==> config.mk <==
export PLATFORM = sky130hd
export DESIGN_NAME = cdb_writeback
export DESIGN_NICKNAME = d
export VERILOG_FILES = /design/src/rtl/cdb_pkg.sv /design/src/rtl/cdb_src_fifo.sv /design/src/rtl/cdb_writeback.sv
export SDC_FILE = /design/constraint.sdc
export NUM_CORES = 1
export LEC_CHECK = 0
export ABC_CLOCK_PERIOD_IN_PS = 3900
export CORE_MARGIN = 5
export CORE_UTILIZATION = 55
export DETAILED_ROUTE_END_ITERATION = 10
export PLACE_DENSITY = 0.78
export SLEW_MARGIN = 20
export SYNTH_ARGS = -nofsm -noshare
export SYNTH_HDL_FRONTEND = slang
export SYNTH_SLANG_ARGS = --single-unit
==> constraint.sdc <==
create_clock -name clk -period 3.9 [get_ports clk]
set_input_delay 0.78 -clock clk [delete_from_list [all_inputs] [get_ports clk]]
set_output_delay 0.78 -clock clk [all_outputs]
set_load 0.02 [all_outputs]
==> src/rtl/cdb_pkg.sv <==
// Shared types and widths for the CDB writeback slice.
package cdb_pkg;

  localparam int unsigned CDB_DATA_W    = 32;
  localparam int unsigned CDB_TAG_W     = 6;
  localparam int unsigned CDB_BUF_DEPTH = 2;
  localparam int unsigned NUM_SRC       = 4;
  localparam int unsigned SRC_W         = 2;

  typedef enum logic [SRC_W-1:0] {
    SRC_DIV = 2'd0,
    SRC_MUL = 2'd1,
    SRC_INT = 2'd2,
    SRC_LS  = 2'd3
  } cdb_src_e;

  typedef struct packed {
    logic [CDB_TAG_W-1:0]  tag;
    logic [CDB_DATA_W-1:0] data;
  } cdb_entry_t;

endpackage

==> src/rtl/cdb_src_fifo.sv <==
// Per-source result buffer; a push into a full FIFO survives only with a same-cycle pop.
module cdb_src_fifo
  import cdb_pkg::*;
#(
  parameter int unsigned DEPTH = CDB_BUF_DEPTH,
  localparam int unsigned CNT_W = $clog2(DEPTH + 1),
  localparam int unsigned PTR_W = (DEPTH > 1) ? $clog2(DEPTH) : 1
) (
  input  logic             clk,
  input  logic             rst_b,
  input  logic             push,
  input  logic             pop,
  input  cdb_entry_t       wr_entry,
  output cdb_entry_t       rd_entry,
  output logic [CNT_W-1:0] count,
  output logic             empty,
  output logic             full,
  output logic             drop
);

  cdb_entry_t       mem [DEPTH];
  logic [PTR_W-1:0] rd_ptr;
  logic [PTR_W-1:0] wr_ptr;
  logic             push_ok;
  logic             pop_ok;

  assign empty    = (count == '0);
  assign full     = (count == CNT_W'(DEPTH));
  assign pop_ok   = pop && !empty;
  assign push_ok  = push && (!full || pop_ok);
  assign drop     = push && !push_ok;
  assign rd_entry = mem[rd_ptr];

  always_ff @(posedge clk or negedge rst_b) begin
    if (!rst_b) begin
      rd_ptr <= '0;
      wr_ptr <= '0;
      count  <= '0;
      for (int i = 0; i < DEPTH; i++) mem[i] <= '0;
    end else begin
      if (push_ok) begin
        mem[wr_ptr] <= wr_entry;
        wr_ptr      <= (wr_ptr == PTR_W'(DEPTH - 1)) ? '0 : wr_ptr + PTR_W'(1);
      end
      if (pop_ok) rd_ptr <= (rd_ptr == PTR_W'(DEPTH - 1)) ? '0 : rd_ptr + PTR_W'(1);
      count <= count + CNT_W'(push_ok) - CNT_W'(pop_ok);
    end
  end

endmodule

==> src/rtl/cdb_writeback.sv <==
// Collects execution-unit results and broadcasts one per cycle on the CDB with round-robin arbitration.
module cdb_writeback
  import cdb_pkg::*;
#(
  parameter int unsigned DATA_W    = CDB_DATA_W,
  parameter int unsigned TAG_W     = CDB_TAG_W,
  parameter int unsigned BUF_DEPTH = CDB_BUF_DEPTH
) (
  input  logic              clk,
  input  logic              rst_b,
  input  logic              res_vld_div,
  input  logic              res_vld_mul,
  input  logic              res_vld_int,
  input  logic              res_vld_ls,
  input  logic [TAG_W-1:0]  res_tag_div,
  input  logic [TAG_W-1:0]  res_tag_mul,
  input  logic [TAG_W-1:0]  res_tag_int,
  input  logic [TAG_W-1:0]  res_tag_ls,
  input  logic [DATA_W-1:0] res_data_div,
  input  logic [DATA_W-1:0] res_data_mul,
  input  logic [DATA_W-1:0] res_data_int,
  input  logic [DATA_W-1:0] res_data_ls,
  output logic              cdb_vld,
  output logic [TAG_W-1:0]  cdb_tag,
  output logic [DATA_W-1:0] cdb_data,
  output logic [1:0]        cdb_src,
  output logic [3:0]        buf_afull,
  output logic              ovf_err,
  output logic [3:0]        ovf_src
);

  localparam int unsigned CNT_W = $clog2(BUF_DEPTH + 1);

  logic [NUM_SRC-1:0] vld;
  logic [NUM_SRC-1:0] empty;
  logic [NUM_SRC-1:0] full;
  logic [NUM_SRC-1:0] drop;
  logic [NUM_SRC-1:0] push;
  logic [NUM_SRC-1:0] pop;
  logic [NUM_SRC-1:0] gnt;
  logic [NUM_SRC-1:0] afull_nxt;
  cdb_entry_t         in_e   [NUM_SRC];
  cdb_entry_t         head_e [NUM_SRC];
  logic [CNT_W-1:0]   cnt     [NUM_SRC];
  logic [CNT_W-1:0]   cnt_nxt [NUM_SRC];
  logic [SRC_W-1:0]   rr_ptr;
  logic [SRC_W-1:0]   gnt_src;
  logic               gnt_vld;
  cdb_entry_t         gnt_e;

  assign vld = {res_vld_ls, res_vld_int, res_vld_mul, res_vld_div};
  assign in_e[SRC_DIV] = '{tag: CDB_TAG_W'(res_tag_div), data: CDB_DATA_W'(res_data_div)};
  assign in_e[SRC_MUL] = '{tag: CDB_TAG_W'(res_tag_mul), data: CDB_DATA_W'(res_data_mul)};
  assign in_e[SRC_INT] = '{tag: CDB_TAG_W'(res_tag_int), data: CDB_DATA_W'(res_data_int)};
  assign in_e[SRC_LS]  = '{tag: CDB_TAG_W'(res_tag_ls),  data: CDB_DATA_W'(res_data_ls)};

  // Rotating-priority scan starting at rr_ptr; a source competes with its head or its bypass.
  always_comb begin
    logic [SRC_W-1:0] idx;
    gnt_vld = 1'b0;
    gnt_src = '0;
    idx     = '0;
    for (int k = 0; k < NUM_SRC; k++) begin
      idx = rr_ptr + SRC_W'(k);
      if (!gnt_vld && (!empty[idx] || vld[idx])) begin
        gnt_vld = 1'b1;
        gnt_src = idx;
      end
    end
  end

  assign gnt_e = empty[gnt_src] ? in_e[gnt_src] : head_e[gnt_src];

  for (genvar i = 0; i < NUM_SRC; i++) begin : g_src
    assign gnt[i]       = gnt_vld && (gnt_src == SRC_W'(i));
    assign pop[i]       = gnt[i] && !empty[i];
    assign push[i]      = vld[i] && !(gnt[i] && empty[i]);
    assign cnt_nxt[i]   = cnt[i] + CNT_W'(push[i] && (!full[i] || pop[i])) - CNT_W'(pop[i]);
    assign afull_nxt[i] = (cnt_nxt[i] >= CNT_W'(BUF_DEPTH - 1));

    cdb_src_fifo #(.DEPTH(BUF_DEPTH)) u_fifo (
      .clk      (clk),
      .rst_b    (rst_b),
      .push     (push[i]),
      .pop      (pop[i]),
      .wr_entry (in_e[i]),
      .rd_entry (head_e[i]),
      .count    (cnt[i]),
      .empty    (empty[i]),
      .full     (full[i]),
      .drop     (drop[i])
    );
  end

  // Broadcast payload holds when nothing is granted; drop flags are sticky until reset.
  always_ff @(posedge clk or negedge rst_b) begin
    if (!rst_b) begin
      rr_ptr    <= '0;
      cdb_vld   <= 1'b0;
      cdb_tag   <= '0;
      cdb_data  <= '0;
      cdb_src   <= '0;
      buf_afull <= '0;
      ovf_err   <= 1'b0;
      ovf_src   <= '0;
    end else begin
      cdb_vld   <= gnt_vld;
      buf_afull <= afull_nxt;
      ovf_src   <= ovf_src | drop;
      ovf_err   <= ovf_err | (|drop);
      if (gnt_vld) begin
        rr_ptr   <= gnt_src + SRC_W'(1);
        cdb_tag  <= TAG_W'(gnt_e.tag);
        cdb_data <= DATA_W'(gnt_e.data);
        cdb_src  <= gnt_src;
      end
    end
  end

endmodule
# Yosys cells after proc, flatten, opt, wreduce, memory -nomap -nowiden
# Index checks and enable logic that the tools add are counted.
[totals]
register_bits = 372
in_bits = 158
output_inout_bits = 50
elab_cells = 249
[classes]
addsub = 28
order_cmp = 22
n_eq_ne = 7
muxes = 65
bitwise_logic = 11
n_reduce_logical = 80
[op_table]
columns = ["operator", "n"]
rows = [
  ["$mux W38", 21],
  ["$bwmux W76", 4],
  ["$bmux W38 S2", 2],
  ["$demux W38 S1", 4],
  ["$logic_and A1 B1 Y1", 39],
  ["$logic_not A1 Y1", 23],
  ["$mux W1", 21],
  ["$bmux W1 S2", 9],
  ["$add A2 B1 Y2", 8],
  ["$ge A2 B2 Y1 const B", 8],
  ["$not A1 Y2", 8],
  ["$sub A2 B1 Y2", 8],
  ["$lt A2 B3 Y1 const B", 5],
  ["$eq A2 B2 Y1 const B", 6],
  ["$logic_or A1 B1 Y1", 12],
  ["$logic_not A2 Y1", 5],
  ["$add A1 B1 Y1 const B", 8],
  ["$ge A2 B1 Y1 const B", 4],
  ["$lt A2 B1 Y1 const B", 4],
  ["$mux W2", 4],
  ["$add A2 B1 Y2 const B", 2],
  ["$add A2 B2 Y2 const B", 2],
  ["$or A4 B4 Y4", 1],
  ["$reduce_or A4 Y1", 1],
  ["other kinds (4)", 4],
]

# Longest topological paths before layout
# Gate-level depths: netlist of run 1.
[logic_depth]
ltp_word = 25
ltp_mapped = 13
depth_no_buf = 11

# By module
# Synthesis of run 1 repeated with hierarchy kept, for this count alone.
[unflattened]
cells_unflattened = 1393
area_unflattened_um2 = 18612.9
[by_module_without_submodules]
columns = ["mod", "instances", "cells_each", "area_each_um2", "seq_area_each_um2"]
rows = [
  ["cdb_src_fifo", 4, 222, 3493.4, 2001.9],
  ["cdb_writeback", 1, 505, 4639.4, 1301.2],
]

# Least setup slack after synthesis of run 1
# No wires, ideal clock.
[synth_timing]
path_kind = "input to register"
from = "input res_vld_int"
to = "register buf_afull[3]"
setup_time_ns = 0.121
arrival_time_ns = 3.054
setup_slack_ns = 0.725
cell_stages = 12
n_path_buf = 2
cell_sequence = "or3_1 and3_1 o21ai_1 clkbuf_1 clkbuf_1 nor2_1 ha_1 inv_1 ha_1 xor2_1 xnor2_1 nand2b_1"
[synth_via]
elab_chain_cells = 22
elab_cells_between_ends = 37
[synth_lines]
columns = ["item", "line_no", "text"]
rows = [
  ["start, declared", "cdb_writeback.sv:13", "input logic res_vld_int,"],
  ["$bmux W1 S2", "cdb_writeback.sv:65", "if (!gnt_vld && (!empty[idx] || vld[idx])) begin"],
  ["$mux W1 (implied by the code)", "cdb_writeback.sv:65", ""],
  ["$logic_or A1 B1 Y1", "cdb_writeback.sv:65", ""],
  ["$mux W1", "cdb_writeback.sv:65", ""],
  ["$logic_not A1 Y1", "cdb_writeback.sv:65", ""],
  ["$logic_and A1 B1 Y1", "cdb_writeback.sv:65", ""],
  ["$mux W1", "cdb_writeback.sv:65", ""],
  ["$logic_not A1 Y1", "cdb_writeback.sv:65", ""],
  ["(+7 left out)", "n/a", ""],
  ["$logic_and A1 B1 Y1", "cdb_writeback.sv:77", "assign push[i] = vld[i] && !(gnt[i] && empty[i]);"],
  ["$logic_not A1 Y1", "cdb_writeback.sv:77", ""],
  ["$logic_and A1 B1 Y1", "cdb_writeback.sv:77", ""],
  ["$logic_and A1 B1 Y1", "cdb_writeback.sv:78", "assign cnt_nxt[i] = cnt[i] + CNT_W'(push[i] && (!full[i] || pop[i])) - CNT_W'(pop[i]);"],
  ["$add A2 B1 Y2", "cdb_writeback.sv:78", ""],
  ["$sub A2 B1 Y2 (*)", "cdb_writeback.sv:78", ""],
  ["$ge A2 B1 Y1 (*)", "cdb_writeback.sv:79", "assign afull_nxt[i] = (cnt_nxt[i] >= CNT_W'(BUF_DEPTH - 1));"],
  ["net afull_nxt[3]", "cdb_writeback.sv:41", "logic [NUM_SRC-1:0] afull_nxt;"],
  ["end signal, assigned", "cdb_writeback.sv:108", "buf_afull <= afull_nxt;"],
  ["end, declared", "cdb_writeback.sv:27", "output logic [3:0] buf_afull,"],
]
# Mark *: on every way through the listed nets, which the timed path passes. The rest lies on a longest branch. The select of a mux whose other input is x is not followed.
# A chain may end at the register's enable or synchronous reset.

# Final worst setup path of run 1
[layout_timing]
from = "input res_vld_div"
to = "register cdb_data[22]"
[layout_via]
elab_chain_cells = 18
elab_cells_between_ends = 36
[layout_lines]
columns = ["item", "line_no", "text"]
rows = [
  ["start, declared", "cdb_writeback.sv:11", "input logic res_vld_div,"],
  ["$bmux W1 S2", "cdb_writeback.sv:65", ""],
  ["$mux W1 (implied by the code)", "cdb_writeback.sv:65", ""],
  ["$logic_or A1 B1 Y1", "cdb_writeback.sv:65", ""],
  ["$mux W1", "cdb_writeback.sv:65", ""],
  ["$logic_not A1 Y1", "cdb_writeback.sv:65", ""],
  ["$logic_and A1 B1 Y1", "cdb_writeback.sv:65", ""],
  ["$mux W1", "cdb_writeback.sv:65", ""],
  ["$logic_not A1 Y1", "cdb_writeback.sv:65", ""],
  ["$logic_and A1 B1 Y1", "cdb_writeback.sv:65", ""],
  ["$mux W1", "cdb_writeback.sv:65", ""],
  ["$logic_not A1 Y1", "cdb_writeback.sv:65", ""],
  ["$logic_and A1 B1 Y1", "cdb_writeback.sv:65", ""],
  ["$mux W2", "cdb_writeback.sv:65", ""],
  ["$not A2 Y3 (implied by the code)", "cdb_writeback.sv:72", "assign gnt_e = empty[gnt_src] ? in_e[gnt_src] : head_e[gnt_src];"],
  ["$bmux W38 S2", "cdb_writeback.sv:72", ""],
  ["$mux W38 (implied by the code) (2 in a row)", "cdb_writeback.sv:72", ""],
  ["$mux W38", "cdb_writeback.sv:72", ""],
  ["end signal, assigned", "cdb_writeback.sv:114", "cdb_data <= DATA_W'(gnt_e.data);"],
  ["end, declared", "cdb_writeback.sv:25", "output logic [DATA_W-1:0] cdb_data,"],
]
# Several ways; a longest one is shown, not always the timed one. The select of a mux whose other input is x is not followed.

==> flow_summary_export.csv, run 1 <==
group,metric,value,unit
placed_design,gp_congestion,0.862,
drt,vias,13699,
drt,drtAntennaViolNets,0,
sta,hold_viol,0,
placed_design,dp_hpwl,32100,um
floorplan,die_w,194,um
cells_and_area,nets,1939,
sta,tns,0,ps
sta,finClkSkew,29.4,ps
worst_setup_path,r2r_slack,800,ps
power,peakVddDrop,0.647,mV
logic_synthesis,synth-seq-cells,372,
job,cap_violations,0,
floorplan,initial_core_util,55.6,%
floorplan,dieArea,37700,um^2
sta,setup_viol,0,
worst_setup_path,critical_path.cell_chain,"clkdlybuf4s50_1 -> or3_1 -> a2bb2oi_1 -> o21a_4 -> buf_4 -> buf_4 -> a21oi_1 -> a22oi_1 -> nor2_1 -> o31ai_1",
clock_tree,cts_max_level,2,
clock_tree,numCtsBuffers,40,
sta,fin_crit_sh,86.3,%
logic_synthesis,ys.flop_type,"dfrtp_1",
worst_setup_path,critical_path_peak_fanout,29,
grt,grt_pass1_wl,81000,um
worst_setup_path,critPathCaptureType,"flop",
worst_setup_path,critPathLaunchType,"primary input",
worst_setup_path,slowest_delay,470,ps
sta,fmaxAchievable,297,MHz
logic_synthesis,synth_cell_types,46,
drt,dr.first_iter.drc_count,869,
logic_synthesis,yosys_warnings,0,
worst_setup_path,cp_slowest_cell,"clkdlybuf4s50_1",
drt,viasPerCell,6.11,
logic_synthesis,synth_top_area_share,49.9,%
logic_synthesis,synth_nets,1775,
worst_setup_path,cp.required,4320,ps
floorplan,rows,67,
worst_setup_path,r2r_end,"cdb_data[22]$_DFFE_PN0N_",
worst_setup_path,crit_family,"buffers and inverters",
cells_and_area,fin_area,22700,um^2
worst_setup_path,crit_top_cell,"buf_4",
clock_tree,clkSinkCount,372,
floorplan,die_h,194,um
hold_path,hold_path_class,"in2async",
sta,min_period,3370,ps
floorplan,core_region_area,33500,um^2
drt,wire_per_inst,22.4,um
clock_tree,clockBufferDepth,3,
logic_synthesis,postSynthAreaPerCell,11.6,um^2
grt,grt_pass1_vias,14556,
logic_synthesis,yosysMostFrequentCell,"dfrtp_1",
worst_setup_path,arrival,3790,ps
worst_setup_path,worst-setup-path-type,"in2reg",
grt,globalRouteTotalUtil,26.4,%
clock_tree,clkLatencyLatePin,540,ps
sta,tightest_slew,1080,ps
grt,antenna_found_initial,4,
worst_setup_path,r2r_cells,9,
floorplan,ios,208,
cells_and_area,num-fill-cells,2456,
grt,grt-ovfl-total,0,
cells_and_area,syn_to_final_growth,21.8,%
clock_tree,cts_tree,"built",
worst_setup_path,reg2reg_from,"g_src[0].u_fifo.count[1]$_DFF_PN0_",
clock_tree,cts_hold_buf,0,
clock_tree,post-cts-setup-buffers,0,
drt,first_pass_iters,5,
placed_design,io_buffers,207,
logic_synthesis,post_synth_instance_area,18700,um^2
clock_tree,path_clk_slew,60,ps
logic_synthesis,ys_async_sr_fraction,100,%
sta,finalMaxSlewViolations,0,
placed_design,dpl_cell_area,21400,um^2
logic_synthesis,synthCells,1601,
power,p_per_area,1020,nW/um^2
clock_tree,cts_root_buf,"clkbuf_16",
cells_and_area,drive_above_1_share,26.1,%
logic_synthesis,synth_top_area_cell,"dfrtp_1",
drt,wl,50200,um
logic_synthesis,yosys-top-cells-count,"dfrtp_1, mux2_2, nand2_1, a21oi_1, nor2b_1",
run_status,outcome,"complete, no violations",
grt,grt_max_degree,121,
drt,drcViolationCount,0,
logic_synthesis,ys_seq_area_share,49.9,%
sta,relSlewSlack,28.3,%
logic_synthesis,synthTopCellsByArea,"dfrtp_1, mux2_2, mux2_4",
power,p_leak,9.29,nW
worst_setup_path,cp_num_buf_inv,3,
clock_tree,cts_resized,0,
logic_synthesis,synth_edf_count,0,
cells_and_area,fin_util,67.8,%
sta,rsz0062_at_grt,"false",
## cell type report
cell class,count,area (um^2),share of cell area (%)
multi-input cells,1083,8770,38.6
inverters,14,52.6,0.231
repair buffers,254,2690,11.9
clock inverters,13,183,0.804
clock buffers,56,1140,5.02
flip-flops and latches,372,9310,41.0
diodes,1,2.50,0.0110
well taps,448,561,2.47
## how the worst max path moves through the flow
| stage | endpoint | start | cells past startpoint | slack [ps] |
|---|---|---|---|---|
| 5_1_grt | g_src[2].u_fifo.mem[43]$_DFFE_PN0P_ | res_vld_mul | 10 | 440 |
| 4_1_cts | cdb_data[22]$_DFFE_PN0N_ | res_vld_div | 10 | 590 |
| 6_report | cdb_data[22]$_DFFE_PN0N_ | res_vld_div | 10 | 530 |
| 3_3_place_gp | g_src[2].u_fifo.mem[36]$_DFFE_PN0P_ | res_vld_mul | 9 | 70 |
| 2_1_floorplan | buf_afull[3]$_DFF_PN0_ | res_vld_int | 12 | 720 |
| 3_5_place_dp | g_src[2].u_fifo.mem[71]$_DFFE_PN0P_ | res_vld_mul | 10 | 70 |
## registers in the layout, indices dropped and copies added, names as in the netlist
name	cells
buf_afull	4
cdb_data	32
cdb_src	2
cdb_tag	6
cdb_vld	1
g_src.u_fifo.count	8
g_src.u_fifo.mem	304
g_src.u_fifo.rd_ptr	4
g_src.u_fifo.wr_ptr	4
ovf_err	1
ovf_src	4
rr_ptr	2
## per-stage QoR
| stage | total power [mW] | cells | hold WS, ps | setup WS, ps |
|---|---|---|---|---|
| floorplan | 15.7 | 1601 | 458 | 725 |
| global placement | 18.9 | 2171 | 453 | 68.5 |
| detailed placement | 19.3 | 2171 | 457 | 65.4 |
| CTS | 23.3 | 2240 | 249 | 589 |
| global route | 24.7 | 2240 | 255 | 444 |
| finish | 23.2 | 2241 | 220 | 533 |
## cells in the final DEF, fill, tap and decap left out, types with 4 or more instances in the layout
master and count:
xnor2_1 13, nand2b_1 4, o31ai_1 39, a211oi_1 78
a22oi_1 39, dfrtp_2 4, o21ai_0 44, nor3_1 5
clkbuf_8 8, or3_1 7, nor2_1 48, a21oi_1 117
mux2_1 7, clkbuf_16 40, buf_4 26, nor2b_1 82
nand2_1 123, inv_1 14, mux2_2 295, clkbuf_1 8
o21a_1 4, xor2_1 12, clkdlybuf4s50_1 206, clkinv_2 6
ha_1 16, bufinv_16 4, dfrtp_1 368, mux2_4 40
o311a_1 38, buf_12 21, mux2i_1 38
## cell families after synthesis
| logic type | Yosys count | synth area share, % |
|---|---|---|
| muxes | 380 | 23.5 |
| xor gates and xnor gates | 25 | 1.17 |
| and+or+nand+nor | 287 | 7.31 |
| AOI/OAI and AO/OA | 375 | 13.5 |
| buffers and inverters | 146 | 3.53 |
| DFF | 372 | 49.9 |
| adders and majority gates | 16 | 1.07 |
## power breakdown
part	total (mW)	internal [mW]	switching (mW)
registers	7.31	5.94	1.37
logic	12.1	5.93	6.17
clock network	3.83	2.30	1.53
## routing by layer
| metal | up-vias | share of wire [%] | track usage, % |
|---|---|---|---|
| met5 | - | 0.11 | 0 |
| met4 | 8 | 2.6 | 7.99 |
| li1 | 6152 | - | - |
| met3 | 97 | 7.1 | 4.92 |
| met2 | 541 | 48 | 44.2 |
| met1 | 6901 | 42 | 35.3 |
Note: power is estimated with default switching activity, not from simulation.
==> inputs of run 2 (changes only) <==
--- a/config.mk
+++ b/config.mk
@@ -8,8 +8,10 @@
 export ABC_CLOCK_PERIOD_IN_PS = 3900
 export CORE_MARGIN = 5
 export CORE_UTILIZATION = 55
+export CTS_CLUSTER_DIAMETER = 120
 export DETAILED_ROUTE_END_ITERATION = 10
 export PLACE_DENSITY = 0.78
+export SKIP_CTS_REPAIR_TIMING = 1
 export SLEW_MARGIN = 20
 export SYNTH_ARGS = -nofsm -noshare
 export SYNTH_HDL_FRONTEND = slang
==> results of run 2 <==
No change in the layout: final DEF, timing and power equal those of run 1.
==> RTL change, RTL diff (settings of run 2) <==
The package constant `CDB_BUF_DEPTH` goes from 2 to 4.
--- a/src/rtl/cdb_pkg.sv
+++ b/src/rtl/cdb_pkg.sv
@@ -3,7 +3,7 @@
 
   localparam int unsigned CDB_DATA_W    = 32;
   localparam int unsigned CDB_TAG_W     = 6;
-  localparam int unsigned CDB_BUF_DEPTH = 2;
+  localparam int unsigned CDB_BUF_DEPTH = 4;
   localparam int unsigned NUM_SRC       = 4;
   localparam int unsigned SRC_W         = 2;
 
Check against the original RTL: not equivalent (Yosys sat finds a counterexample within 4 cycles, from zero or initial values and one cycle with rst_b low).
==> RTL change against run 2 <==
  * Die area is 73% higher
  * Routed wire length is 84% higher
  * Setup slack worse by 0.34 ns
  * Sequential share of layout area is 2.5 points higher
  * Sequential cell count is 316 higher
  * Design area is 74% higher
  * Total power is 74% higher
  * First-iteration DRC count is 130% higher
  * Register-to-register slack worse by 0.35 ns
  * Worst hold slack worse by 0.17 ns
  * Area after synthesis is 78% higher
  * Count of clock-buffer cells in the layout is 44 higher
==> RTL change: results (changes against run 2) <==
* Inverters at 38 (+24)
* Post-synth cell types at 51 (+11%)
* Seq/Total Area, Yosys at 51.89% (+2.0 points)
* Cell Pwr Density at 1023 nW/um^2 (about the same)
* Placed Instance Area at 37160 sq um (+74%)
* 1st-iter DRT viols at 1987 (+130%)
* GRT Total Usage at 28.18% (+1.8 points)
* HPWL Detailed at 61480 um (+91%)
* Clock Latency Late Sink at 0.62 ns (+0.08 ns)
* Wire length per cell at 27.41 um (+22%)
* Final instance area at 39610 sq um (+74%)
* Sequential Power at 13.4 mW (+83%)
* Fillers at 4037 (+64%)
* Cts bufs inserted at 73 (+83%)
* Setup WS pre-CTS at -0.3336 ns (-0.3990 ns)
* Adder-cell share of the synthesized area at 1.727% (+0.65 points)
* Layout Nets at 2732 (+41%)
* Reg2reg setup slack at 0.45 ns (-0.35 ns)
* Dpl cells at 3240 (+49%)
* Leading registers by flop count: g_src.u_fifo.mem: 608 flops, cdb_data: 32 flops, g_src.u_fifo.count: 12 flops
* Drt via density at 6.470 (+5.8%)
* Fraction of area in multi-input gates at 37.93% (-0.69 points)
* Period utilisation layout at 95.15% (+8.8 points)
* Drt pass-1 iters at 7 (+2)
* Clock-cell share at 6.165% (+0.34 points)
* H-Tree Depth at 3 (+1)
* Compound-Gate Fraction of Synth Area at 5.781% (-7.7 points)
* Cell-internal power at 25.97 mW (+83%)
* Worst r2r dst: g_src[2].u_fifo.mem[134]
* XOR/XNOR Fraction of Synth Area at 0.3432% (-0.83 points)
* Synthesized Nets at 2478 (+40%)
* Sequential cell area share at 43.49% (+2.5 points)
* Vias in the first global route at 23810 (+64%)
* Hold slack at 0.05041 ns (-0.1695 ns)
* Mux cell area share after synthesis at 33.23% (+9.7 points)
* Status: completed
* Initial antenna violation count at 7 (+3)
* Non-clock buffering overhead at 9.558% (-2.3 points)
* Critical path peak fanout at 12 (-59%)
* Worst Setup SP: res_vld_ls
* Routability cong. at 0.8404 (-2.4%)
* First-pass GRT wire length at 144400 um (+78%)
* Worst Skew at 0.02657 ns (-0.002863 ns)
* Routed WL at 92300 um (+84%)
* # diodes at 5 (+4)
* Pin count of the biggest net entering global routing at 129 (+6.6%)
* Top cells by area, synth: dfrtp_1 52%, mux2_2 15%, mux4_2 10%
* Mapped Area at 33180 sq um (+78%)
* Clock network power share at 17.7% (+1.2 points)
* Synthesized instance count at 2279 (+42%)
* Arrival time at the worst endpoint at 4.19 ns (+0.40 ns)
* Layout cells sized above 1 at 41.16% (+15 points)
* RR Startpoint: g_src[3].u_fifo.count[2]
* VDD IR max at 0.7994 mV (+24%)
* Top cells by count, synth: 688 x dfrtp_1, 453 x mux2_2, 187 x nand2_1
* Least-Margin Pin Slew at 1.069 ns (-0.006605 ns)
* CTS Buffer Depth at 3 (unchanged)
* Lkg Pwr at 16.74 nW (+80%)
* Seq cells post-synth at 688 (+85%)
-- RTL change: cell count changes after synthesis, moves of 38 or more --
cell and delta:
dfrtp_1 +316, mux2_2 +158, mux4_2 +152, mux2_4 +120
nor2b_1 -78, nand2_1 +64, a31oi_1 +41, a211oi_1 -40
o21ai_0 -40, a221oi_1 +39, a22oi_1 -39, a221o_1 +38
o311a_1 -38
-- RTL change: metal layers --
metal / share of wire (%) / vias up / GRT usage, %
li1: - / 8990 / -
met1: 40 / 11530 / 39.05
met2: 48 / 1045 / 45.17
met3: 8.0 / 219 / 5.366
met4: 3.4 / 2 / 10.24
met5: 0.014 / - / 0
-- RTL change: critical path, cell delays in order --
cell             delay (ns)
clkdlybuf4s50_1        0.51
or4_1                  0.66
buf_4                  0.21
o22ai_1                0.18
buf_4                  0.16
mux2i_4                0.09
a21oi_2                0.20
xnor2_1                0.18
o211ai_1               0.42
buf_4                  0.26
buf_12                 0.17
mux2_2                 0.34
